### config.mk
export PLATFORM = sky130hd
export DESIGN_NAME = change_dispense_ctrl_flat
export DESIGN_NICKNAME = d
export VERILOG_FILES = /design/src/rtl/change_dispense_if.sv /design/src/rtl/change_dispense_ctrl.sv /design/src/flat_wrapper.sv
export SDC_FILE = /design/constraint.sdc
export NUM_CORES = 1
export LEC_CHECK = 0
export ABC_CLOCK_PERIOD_IN_PS = 2900
export CORE_ASPECT_RATIO = 1.2
export CORE_UTILIZATION = 50
export DETAILED_ROUTE_END_ITERATION = 10
export GPL_TIMING_DRIVEN = 1
export HOLD_SLACK_MARGIN = 0.12
export PLACE_DENSITY_LB_ADDON = 0.1
export SYNTH_ARGS = -nofsm -noshare
export SYNTH_HDL_FRONTEND = slang
export SYNTH_SLANG_ARGS = --single-unit
### constraint.sdc
create_clock -name clk -period 2.9 [get_ports clk]
set_input_delay 0.725 -clock clk [delete_from_list [all_inputs] [get_ports clk]]
set_output_delay 0.725 -clock clk [all_outputs]
set_load 0.05 [all_outputs]
### src/rtl/change_dispense_if.sv
// Signal bundle between the vend FSM / ejector side (master) and the change
// dispense controller (slave).
interface change_dispense_if #(
  parameter int TUBE_W = 6,
  parameter int AMT_W  = 5
);
  logic              start;
  logic [AMT_W-1:0]  amount;
  logic              load;
  logic [TUBE_W-1:0] load_q;
  logic [TUBE_W-1:0] load_d;
  logic [TUBE_W-1:0] load_n;
  logic              eject_req;
  logic [2:0]        eject_sel;
  logic              eject_ack;
  logic              busy;
  logic              done;
  logic              short;
  logic              jam;
  logic [AMT_W-1:0]  remaining;
  logic [TUBE_W-1:0] q_cnt;
  logic [TUBE_W-1:0] d_cnt;
  logic [TUBE_W-1:0] n_cnt;
  logic              low_change;

  modport master (
    output start, amount, load, load_q, load_d, load_n, eject_ack,
    input  eject_req, eject_sel, busy, done, short, jam, remaining,
           q_cnt, d_cnt, n_cnt, low_change
  );

  modport slave (
    input  start, amount, load, load_q, load_d, load_n, eject_ack,
    output eject_req, eject_sel, busy, done, short, jam, remaining,
           q_cnt, d_cnt, n_cnt, low_change
  );
endinterface

### src/rtl/change_dispense_ctrl.sv
// Greedy change payout sequencer (quarter, dime, nickel) driving a one-coin
// ejector handshake, with tube inventory tracking and ack-timeout jam detect.
module change_dispense_ctrl #(
  parameter int TUBE_W      = 6,
  parameter int AMT_W       = 5,
  parameter int GAP_CYC     = 2,
  parameter int ACK_TIMEOUT = 255
) (
  input  logic             clk,
  input  logic             rst_n,
  change_dispense_if.slave bus
);
  localparam int TMO_W = 8;
  localparam int GAP_W = 4;

  typedef enum logic [2:0] {
    S_IDLE,
    S_SELECT,
    S_EJECT,
    S_GAP,
    S_DONE
  } state_t;

  state_t            state;
  state_t            state_nxt;
  logic [AMT_W-1:0]  rem;
  logic [TUBE_W-1:0] q_cnt;
  logic [TUBE_W-1:0] d_cnt;
  logic [TUBE_W-1:0] n_cnt;
  logic [2:0]        sel;
  logic [TMO_W-1:0]  tmo_cnt;
  logic [GAP_W-1:0]  gap_cnt;
  logic              jam;

  logic              pick_q;
  logic              pick_d;
  logic              pick_n;
  logic              coin_avail;
  logic              tmo_hit;

  function automatic logic [AMT_W-1:0] coin_value(input logic [2:0] s);
    case (s)
      3'b100:  coin_value = AMT_W'(5);
      3'b010:  coin_value = AMT_W'(2);
      3'b001:  coin_value = AMT_W'(1);
      default: coin_value = '0;
    endcase
  endfunction

  // A coin is eligible only when both its tube and the remainder cover it.
  assign pick_q     = (rem >= AMT_W'(5)) && (q_cnt != '0);
  assign pick_d     = !pick_q && (rem >= AMT_W'(2)) && (d_cnt != '0);
  assign pick_n     = !pick_q && !pick_d && (rem != '0) && (n_cnt != '0);
  assign coin_avail = pick_q || pick_d || pick_n;
  assign tmo_hit    = (tmo_cnt == TMO_W'(ACK_TIMEOUT - 1));

  always_ff @(posedge clk or negedge rst_n) begin
    if (!rst_n) state <= S_IDLE;
    else        state <= state_nxt;
  end

  // The SELECT cycle is the last of the GAP_CYC idle cycles between coins,
  // so GAP itself lasts GAP_CYC-1 cycles and is skipped when GAP_CYC is 1.
  always_comb begin
    state_nxt = state;
    case (state)
      S_IDLE:   if (bus.start) state_nxt = S_SELECT;
      S_SELECT: state_nxt = coin_avail ? S_EJECT : S_DONE;
      S_EJECT: begin
        if (bus.eject_ack)  state_nxt = (GAP_CYC > 1) ? S_GAP : S_SELECT;
        else if (tmo_hit)   state_nxt = S_DONE;
      end
      S_GAP:    if (gap_cnt <= GAP_W'(2)) state_nxt = S_SELECT;
      S_DONE:   state_nxt = S_IDLE;
      default:  state_nxt = S_IDLE;
    endcase
  end

  always_ff @(posedge clk or negedge rst_n) begin
    if (!rst_n) begin
      rem     <= '0;
      q_cnt   <= '0;
      d_cnt   <= '0;
      n_cnt   <= '0;
      sel     <= '0;
      tmo_cnt <= '0;
      gap_cnt <= '0;
      jam     <= 1'b0;
    end else begin
      case (state)
        S_IDLE: begin
          if (bus.start) begin
            rem <= bus.amount;
            jam <= 1'b0;
          end else if (bus.load) begin
            q_cnt <= bus.load_q;
            d_cnt <= bus.load_d;
            n_cnt <= bus.load_n;
          end
        end
        S_SELECT: begin
          sel     <= {pick_q, pick_d, pick_n};
          tmo_cnt <= '0;
        end
        S_EJECT: begin
          // Ack beats a simultaneous timeout.
          if (bus.eject_ack) begin
            rem     <= rem - coin_value(sel);
            gap_cnt <= GAP_W'(GAP_CYC);
            if (sel[2]) q_cnt <= q_cnt - TUBE_W'(1);
            if (sel[1]) d_cnt <= d_cnt - TUBE_W'(1);
            if (sel[0]) n_cnt <= n_cnt - TUBE_W'(1);
          end else begin
            tmo_cnt <= tmo_cnt + TMO_W'(1);
            if (tmo_hit) jam <= 1'b1;
          end
        end
        S_GAP:   gap_cnt <= gap_cnt - GAP_W'(1);
        default: ;
      endcase
    end
  end

  always_comb begin
    bus.busy       = (state != S_IDLE);
    bus.eject_req  = (state == S_EJECT);
    bus.eject_sel  = (state == S_EJECT) ? sel : 3'b000;
    bus.done       = (state == S_DONE);
    bus.short      = (state == S_DONE) && (rem != '0);
    bus.jam        = jam;
    bus.remaining  = rem;
    bus.q_cnt      = q_cnt;
    bus.d_cnt      = d_cnt;
    bus.n_cnt      = n_cnt;
    bus.low_change = (n_cnt < TUBE_W'(2));
  end
endmodule

### src/flat_wrapper.sv
// flat-port wrapper written by rule: the top's interface ports become plain ports
module change_dispense_ctrl_flat 
#(
  parameter int TUBE_W      = 6,
  parameter int AMT_W       = 5,
  parameter int GAP_CYC     = 2,
  parameter int ACK_TIMEOUT = 255
)
  (clk, rst_n, bus_start, bus_amount, bus_load, bus_load_q, bus_load_d, bus_load_n, bus_eject_ack, bus_eject_req, bus_eject_sel, bus_busy, bus_done, bus_short, bus_jam, bus_remaining, bus_q_cnt, bus_d_cnt, bus_n_cnt, bus_low_change);
  change_dispense_if #(.TUBE_W(TUBE_W), .AMT_W(AMT_W)) bus_i ();
  input  logic clk;
  input  logic rst_n;
  input wire logic [$bits(bus_i.start)-1:0] bus_start;
  input wire logic [$bits(bus_i.amount)-1:0] bus_amount;
  input wire logic [$bits(bus_i.load)-1:0] bus_load;
  input wire logic [$bits(bus_i.load_q)-1:0] bus_load_q;
  input wire logic [$bits(bus_i.load_d)-1:0] bus_load_d;
  input wire logic [$bits(bus_i.load_n)-1:0] bus_load_n;
  input wire logic [$bits(bus_i.eject_ack)-1:0] bus_eject_ack;
  output wire logic [$bits(bus_i.eject_req)-1:0] bus_eject_req;
  output wire logic [$bits(bus_i.eject_sel)-1:0] bus_eject_sel;
  output wire logic [$bits(bus_i.busy)-1:0] bus_busy;
  output wire logic [$bits(bus_i.done)-1:0] bus_done;
  output wire logic [$bits(bus_i.short)-1:0] bus_short;
  output wire logic [$bits(bus_i.jam)-1:0] bus_jam;
  output wire logic [$bits(bus_i.remaining)-1:0] bus_remaining;
  output wire logic [$bits(bus_i.q_cnt)-1:0] bus_q_cnt;
  output wire logic [$bits(bus_i.d_cnt)-1:0] bus_d_cnt;
  output wire logic [$bits(bus_i.n_cnt)-1:0] bus_n_cnt;
  output wire logic [$bits(bus_i.low_change)-1:0] bus_low_change;
  assign bus_i.start = bus_start;
  assign bus_i.amount = bus_amount;
  assign bus_i.load = bus_load;
  assign bus_i.load_q = bus_load_q;
  assign bus_i.load_d = bus_load_d;
  assign bus_i.load_n = bus_load_n;
  assign bus_i.eject_ack = bus_eject_ack;
  assign bus_eject_req = bus_i.eject_req;
  assign bus_eject_sel = bus_i.eject_sel;
  assign bus_busy = bus_i.busy;
  assign bus_done = bus_i.done;
  assign bus_short = bus_i.short;
  assign bus_jam = bus_i.jam;
  assign bus_remaining = bus_i.remaining;
  assign bus_q_cnt = bus_i.q_cnt;
  assign bus_d_cnt = bus_i.d_cnt;
  assign bus_n_cnt = bus_i.n_cnt;
  assign bus_low_change = bus_i.low_change;
  change_dispense_ctrl #(.TUBE_W(TUBE_W), .AMT_W(AMT_W), .GAP_CYC(GAP_CYC), .ACK_TIMEOUT(ACK_TIMEOUT)) u_core (.clk(clk), .rst_n(rst_n), .bus(bus_i));
endmodule
* Word-level counts from Yosys, hierarchy flattened
Index checks and enable logic that the tools add are counted.
W data, S select, Z words.
** Storage, ports and cells
- Word-level logic and storage cells :: 102
- Output and inout port bits :: 32
- Flip-flop bits (word level) :: 42
** Operators by class
- Magnitude comparators :: 4
- Add/subtract/negate cells :: 6
- Equal/unequal tests :: 19
- Reductions and logical operators :: 28
- Multiplexer cells :: 36
** Operators with widths (number)
- $mux W6 :: 12
- $pmux W6 S2 :: 3
- $mux W5 :: 4
- $mux W3 :: 6
- $reduce_bool A6 Y1 :: 3
- $sub A6 B1 Y6 const B :: 3
- $pmux W8 S2 :: 1
- $reduce_and A5 Y1 :: 3
- $pmux W3 S4 :: 1
- $ne A2 B1 Y1 const B :: 5
- $ne A2 B2 Y1 const B :: 5
- $pmux W5 S2 :: 1
- $eq A3 B2 Y1 const B :: 3
- $pmux W3 S3 :: 1
- $add A8 B1 Y8 const B :: 1
- $eq A8 B8 Y1 const B :: 1
- $mux W8 :: 1
- $pmux W4 S2 :: 1
- $logic_and A1 B1 Y1 :: 7
- $eq A3 B1 Y1 const B :: 2
- $eq A3 B3 Y1 const B :: 2
- $lt A6 B2 Y1 const B :: 1
- $reduce_and A3 Y1 :: 2
- $reduce_bool A2 Y1 :: 3
- 16 further kinds :: 21

* Longest topological paths before layout
- Depth in word-level cells :: 12
- Mapped depth :: 9

* Worst setup path after synthesis
Ideal clock, no wire load.
- Path kind :: reg-to-output
- Start point :: reg u_core.state[0]
- End point :: out bus_short
- Path buffers :: 1
- Data arrival time :: 3.010 ns
- Setup slack :: -0.835 ns
- Stages on the path, launching flop included :: 4
- Path through :: dfrtp_1 > clkbuf_1 > nor3_1 > a21boi_0
** On the way
- Longest elaborated chain between the ends :: 2
** RTL lines
- start: declaration :: RTL line change_dispense_ctrl.sv:24 : state_t state;
- start signal: assignment :: RTL line change_dispense_ctrl.sv:59 : else state <= state_nxt;
- $eq A3 B3 Y1
- named net bus_done :: RTL line flat_wrapper.sv:23 : output wire logic [$bits(bus_i.done)-1:0] bus_done;
- $logic_and A1 B1 Y1 :: RTL line change_dispense_ctrl.sv:129 : bus.short = (state == S_DONE) && (rem != '0);
- end: declaration :: RTL line flat_wrapper.sv:24 : output wire logic [$bits(bus_i.short)-1:0] bus_short;
The timed path passes the listed nets, and every way through them passes these cells.

* Final worst setup path
- Start point :: reg u_core.n_cnt[3] (netlist: u_core.bus.n_cnt[3])
- End point :: out bus_low_change
** On the way
- Longest elaborated chain between the ends :: 1
** RTL lines
- start: declaration :: RTL line change_dispense_ctrl.sv:29 : logic [TUBE_W-1:0] n_cnt;
- start signal: assignment :: RTL line change_dispense_ctrl.sv:98 : n_cnt <= bus.load_n;
- start signal: assignment :: RTL line change_dispense_ctrl.sv:112 : if (sel[0]) n_cnt <= n_cnt - TUBE_W'(1);
- $lt A6 B2 Y1 :: RTL line change_dispense_ctrl.sv:135 : bus.low_change = (n_cnt < TUBE_W'(2));
- end: declaration :: RTL line flat_wrapper.sv:30 : output wire logic [$bits(bus_i.low_change)-1:0] bus_low_change;
No other way between the ends.

==> results.md <==
- Actual slew at the worst max-slew pin: 0.8561 ns
- Initial DRC Count: 136
- Endpoints failing setup: 0
- Min Tclk post-route: 2.709 ns
- Switching Fraction: 0.4929
- TritonCTS clock tree: yes
- # rows: 28
- PwrDens: 1195 nW/um^2
- Register-to-register setup slack: 0.73 ns
- Synth area leader: dfrtp_1
- Buffer and inverter count on the worst path: 1
- Starting density of the core: 0.5195
- Ys Warns: 0
- Status: finished, final reports clean
- CTS Buf Count: 5
- Fmax: 0.3692 GHz
- Switching power: 1952 uW
- Share of power burned in registers: 0.280
- Die W: 67.40 um
- Post-CTS setup buffers: 0
- Post-synth EDFFs: 0
- Clk buf depth: 2
- Ys flop type: dfrtp_1
- Internal power: 2008 uW
- Clock Latency Late Sink: 0.29 ns
- Vias per cell: 5.548
- Largest net degree at the start of global routing: 43
- Most area-consuming cells after synthesis: dfrtp_1 41%, nor2_1 6.1%, o21ai_0 5.5%
- Ports: 60
- Remaining Overflow, GRT: 0
- DR pass1 iterations: 4
- Worst clock skew: 0.007967 ns
- Synth async-reset ratio: 1.000
- Vias: 2269
- Hold Fails Final Rpt: 0
- Max-cap viol count: 0
- Diode count: 0
- Post_cts resized: 0
- Crit path DAT: 1.98 ns
- Final Slew Violations: 0
- Req. time, crit path: 2.17 ns
- Root Buffer: clkbuf_8
- Number of global-route vias before repair: 2224
- Syn_nets: 328
- Post-route ant nets: 0
- P_leak: 0.001426 uW
- Slew HR: 0.4293
- Port Buffers: 59
- Critical Path Start Type: register
- Clock Sink Count: 42
- Final wirelength: 5.778 mm
- Crit Path Max Fanout: 6
- Instance count of the mapped netlist: 288
- Fillcell total: 419
- Worst Slack Setup Final: 0.1912 ns
- Clk slew on worst S/H paths: 0.08 ns
- Slowest stage delay, CP: 0.80 ns
- Post-DP HPWL: 4.078 mm
- Setup TNS Final: 0 ns
- Setup WS pre-CTS: 0.2810 ns
- Die Ht: 80.48 um
- Share of layout cells above drive strength 1: 0.08023
- Global-route wire length before repair: 9.604 mm
- # DRC: 0
- DR WL/cell: 14.13 um
- Sequential cell area fraction in the yosys report: 0.4096
- Synthesized area: 2566 um^2
- Hold Crit Class: input pin to async pin
- Synth Register Bits: 42
- RSZ-0062 raised after global routing: no
- Nets@finish: 388
- Initial antenna violation count: 0
- Yosys top cell area share: 0.4096
- Share of power burned in combinational logic: 0.579
- Clock power share: 0.140
- Mean area per synthesized cell: 8.910 um^2
- Max VDD drop: 560.6 uV
- WS Path Type: register to output port
- Area grow syn2layout: 29.11%
- GRT Total Usage: 0.2340
- CP top delay family: buffers and inverters
- Die area: 5424 um^2
- Slowest CP cell: clkdlybuf4s50_1
- Netlist cell types: 53
- CTS H-Tree Depth: 2
- Worst setup EP type: output port
- Period utilisation layout: 0.9341
- Worst-path cell chain: nor2_1, and3_1, clkdlybuf4s50_1
- Core area: 4940 um^2
- GPL Wtd Cong: 0.8633
- Hold buffer count at cts: 0
[cell families (layout without fill, tap and decap cells)]
| logic type | after synthesis | after routing | share of synthesized area |
|---|---|---|---|
| AND/OR/NAND/NOR | 103 | 103 | 0.2019 |
| AO/OA/AOI/OAI | 92 | 92 | 0.2262 |
| flip-flops | 42 | 42 | 0.4096 |
| buffers and inverters | 28 | 89 | 0.06143 |
| adder cells (fa/ha/maj) | 12 | 12 | 0.06143 |
| XOR/XNOR | 8 | 8 | 0.02730 |
| multiplexers | 3 | 3 | 0.01219 |
[path summary, 6_finish.rpt]
check / start / end / cells after the start
max reg2reg: u_core.sel[0] / u_core.bus.remaining[4] / 6
min in group clk: u_core.bus.jam / u_core.bus.jam / 1
min reg2reg: u_core.bus.jam / u_core.bus.jam / 1
min: rst_n / u_core.bus.q_cnt[2] / 2
max in group asynchronous: rst_n / u_core.gap_cnt[1] / 2
max: u_core.bus.n_cnt[3] / bus_low_change / 3
[through the flow]
stage	power, uW	hold WS, ns	cells	instance area [um^2]	util
5_1_grt	4270	0.5319	409	3313	0.6707
3_5_place_dp	3421	0.4812	401	3176	0.6429
2_1_floorplan	2797	0.4294	288	2575	-
4_1_cts	3988	0.5059	409	3313	0.6707
6_report	3960	0.4873	409	3313	0.6707
3_3_place_gp	3381	0.4769	401	3176	0.6429
[power groups by stage]
| stage | Clock (uW) | Sequential, uW | Combinational [uW] |
|---|---|---|---|
| detailed placement | 0 | 1120 | 2300 |
| global route | 586 | 1150 | 2530 |
| CTS | 569 | 1110 | 2310 |
| floorplan | 0 | 1540 | 1250 |
| global placement | 0 | 1110 | 2270 |
| finish | 556 | 1110 | 2290 |
[metal layers]
metal | up-vias | share of wire | GRT usage
li1 | 1145 | - | -
met1 | 1069 | 0.45 | 0.2838
met2 | 48 | 0.49 | 0.4130
met3 | 7 | 0.043 | 0.04545
met4 | 0 | 0.013 | 0.06170
met5 | - | 0 | 0
[flip-flops by register name, summed over array words and instances, names as in the netlist]
register and count:
u_core.bus.remaining 5, u_core.bus.q_cnt 6, u_core.bus.d_cnt 6, u_core.tmo_cnt 8, u_core.bus.n_cnt 6, u_core.bus.jam 1, u_core.gap_cnt 4, u_core.sel 3
u_core.state 3
[cell usage in the layout (no fill, tap or decap), types with 5 or more instances in the layout]
master / count
a211oi_1: 5
and2_1: 5
clkbuf_8: 5
dfrtp_1: 42
buf_4: 11
clkdlybuf4s50_1: 53
o22a_1: 5
nor2_1: 42
xor2_1: 6
a21oi_1: 19
ha_1: 11
nand2_1: 18
o21ai_1: 6
or3_1: 6
o21ai_0: 28
inv_1: 15
[layout make-up]
cell class | instances | area [um^2] | area share
Multi-Input combinational cell | 218 | 1366 | 0.4124
Sequential cell | 42 | 1051 | 0.3172
Timing Repair Buffer | 65 | 618.1 | 0.1866
Tap cell | 60 | 75.07 | 0.02266
Clock buffer | 5 | 68.82 | 0.02077
Clock inverter | 3 | 68.82 | 0.02077
Inverter | 16 | 65.06 | 0.01964
[Yosys cell counts, types with 3 or more instances]
| library cell | count |
|---|---|
| nor2_1 | 42 |
| and2_1 | 5 |
| nor2b_1 | 3 |
| xor2_1 | 6 |
| ha_1 | 11 |
| inv_1 | 15 |
| nand4_1 | 3 |
| a32oi_1 | 3 |
| a211oi_1 | 5 |
| o21a_1 | 3 |
| nand3_1 | 4 |
| or3_1 | 6 |
| clkbuf_1 | 4 |
| nand2_1 | 18 |
| o221ai_1 | 3 |
| o22a_1 | 5 |
| o21ai_0 | 28 |
| nor4_1 | 3 |
| dfrtp_1 | 42 |
| nor3_1 | 5 |
| a21oi_1 | 19 |
| buf_6 | 4 |
| a22oi_1 | 3 |
| o21ai_1 | 6 |
| a22o_1 | 3 |
| nand2b_1 | 4 |
No activity file was read; power rests on OpenSTA's default activity.
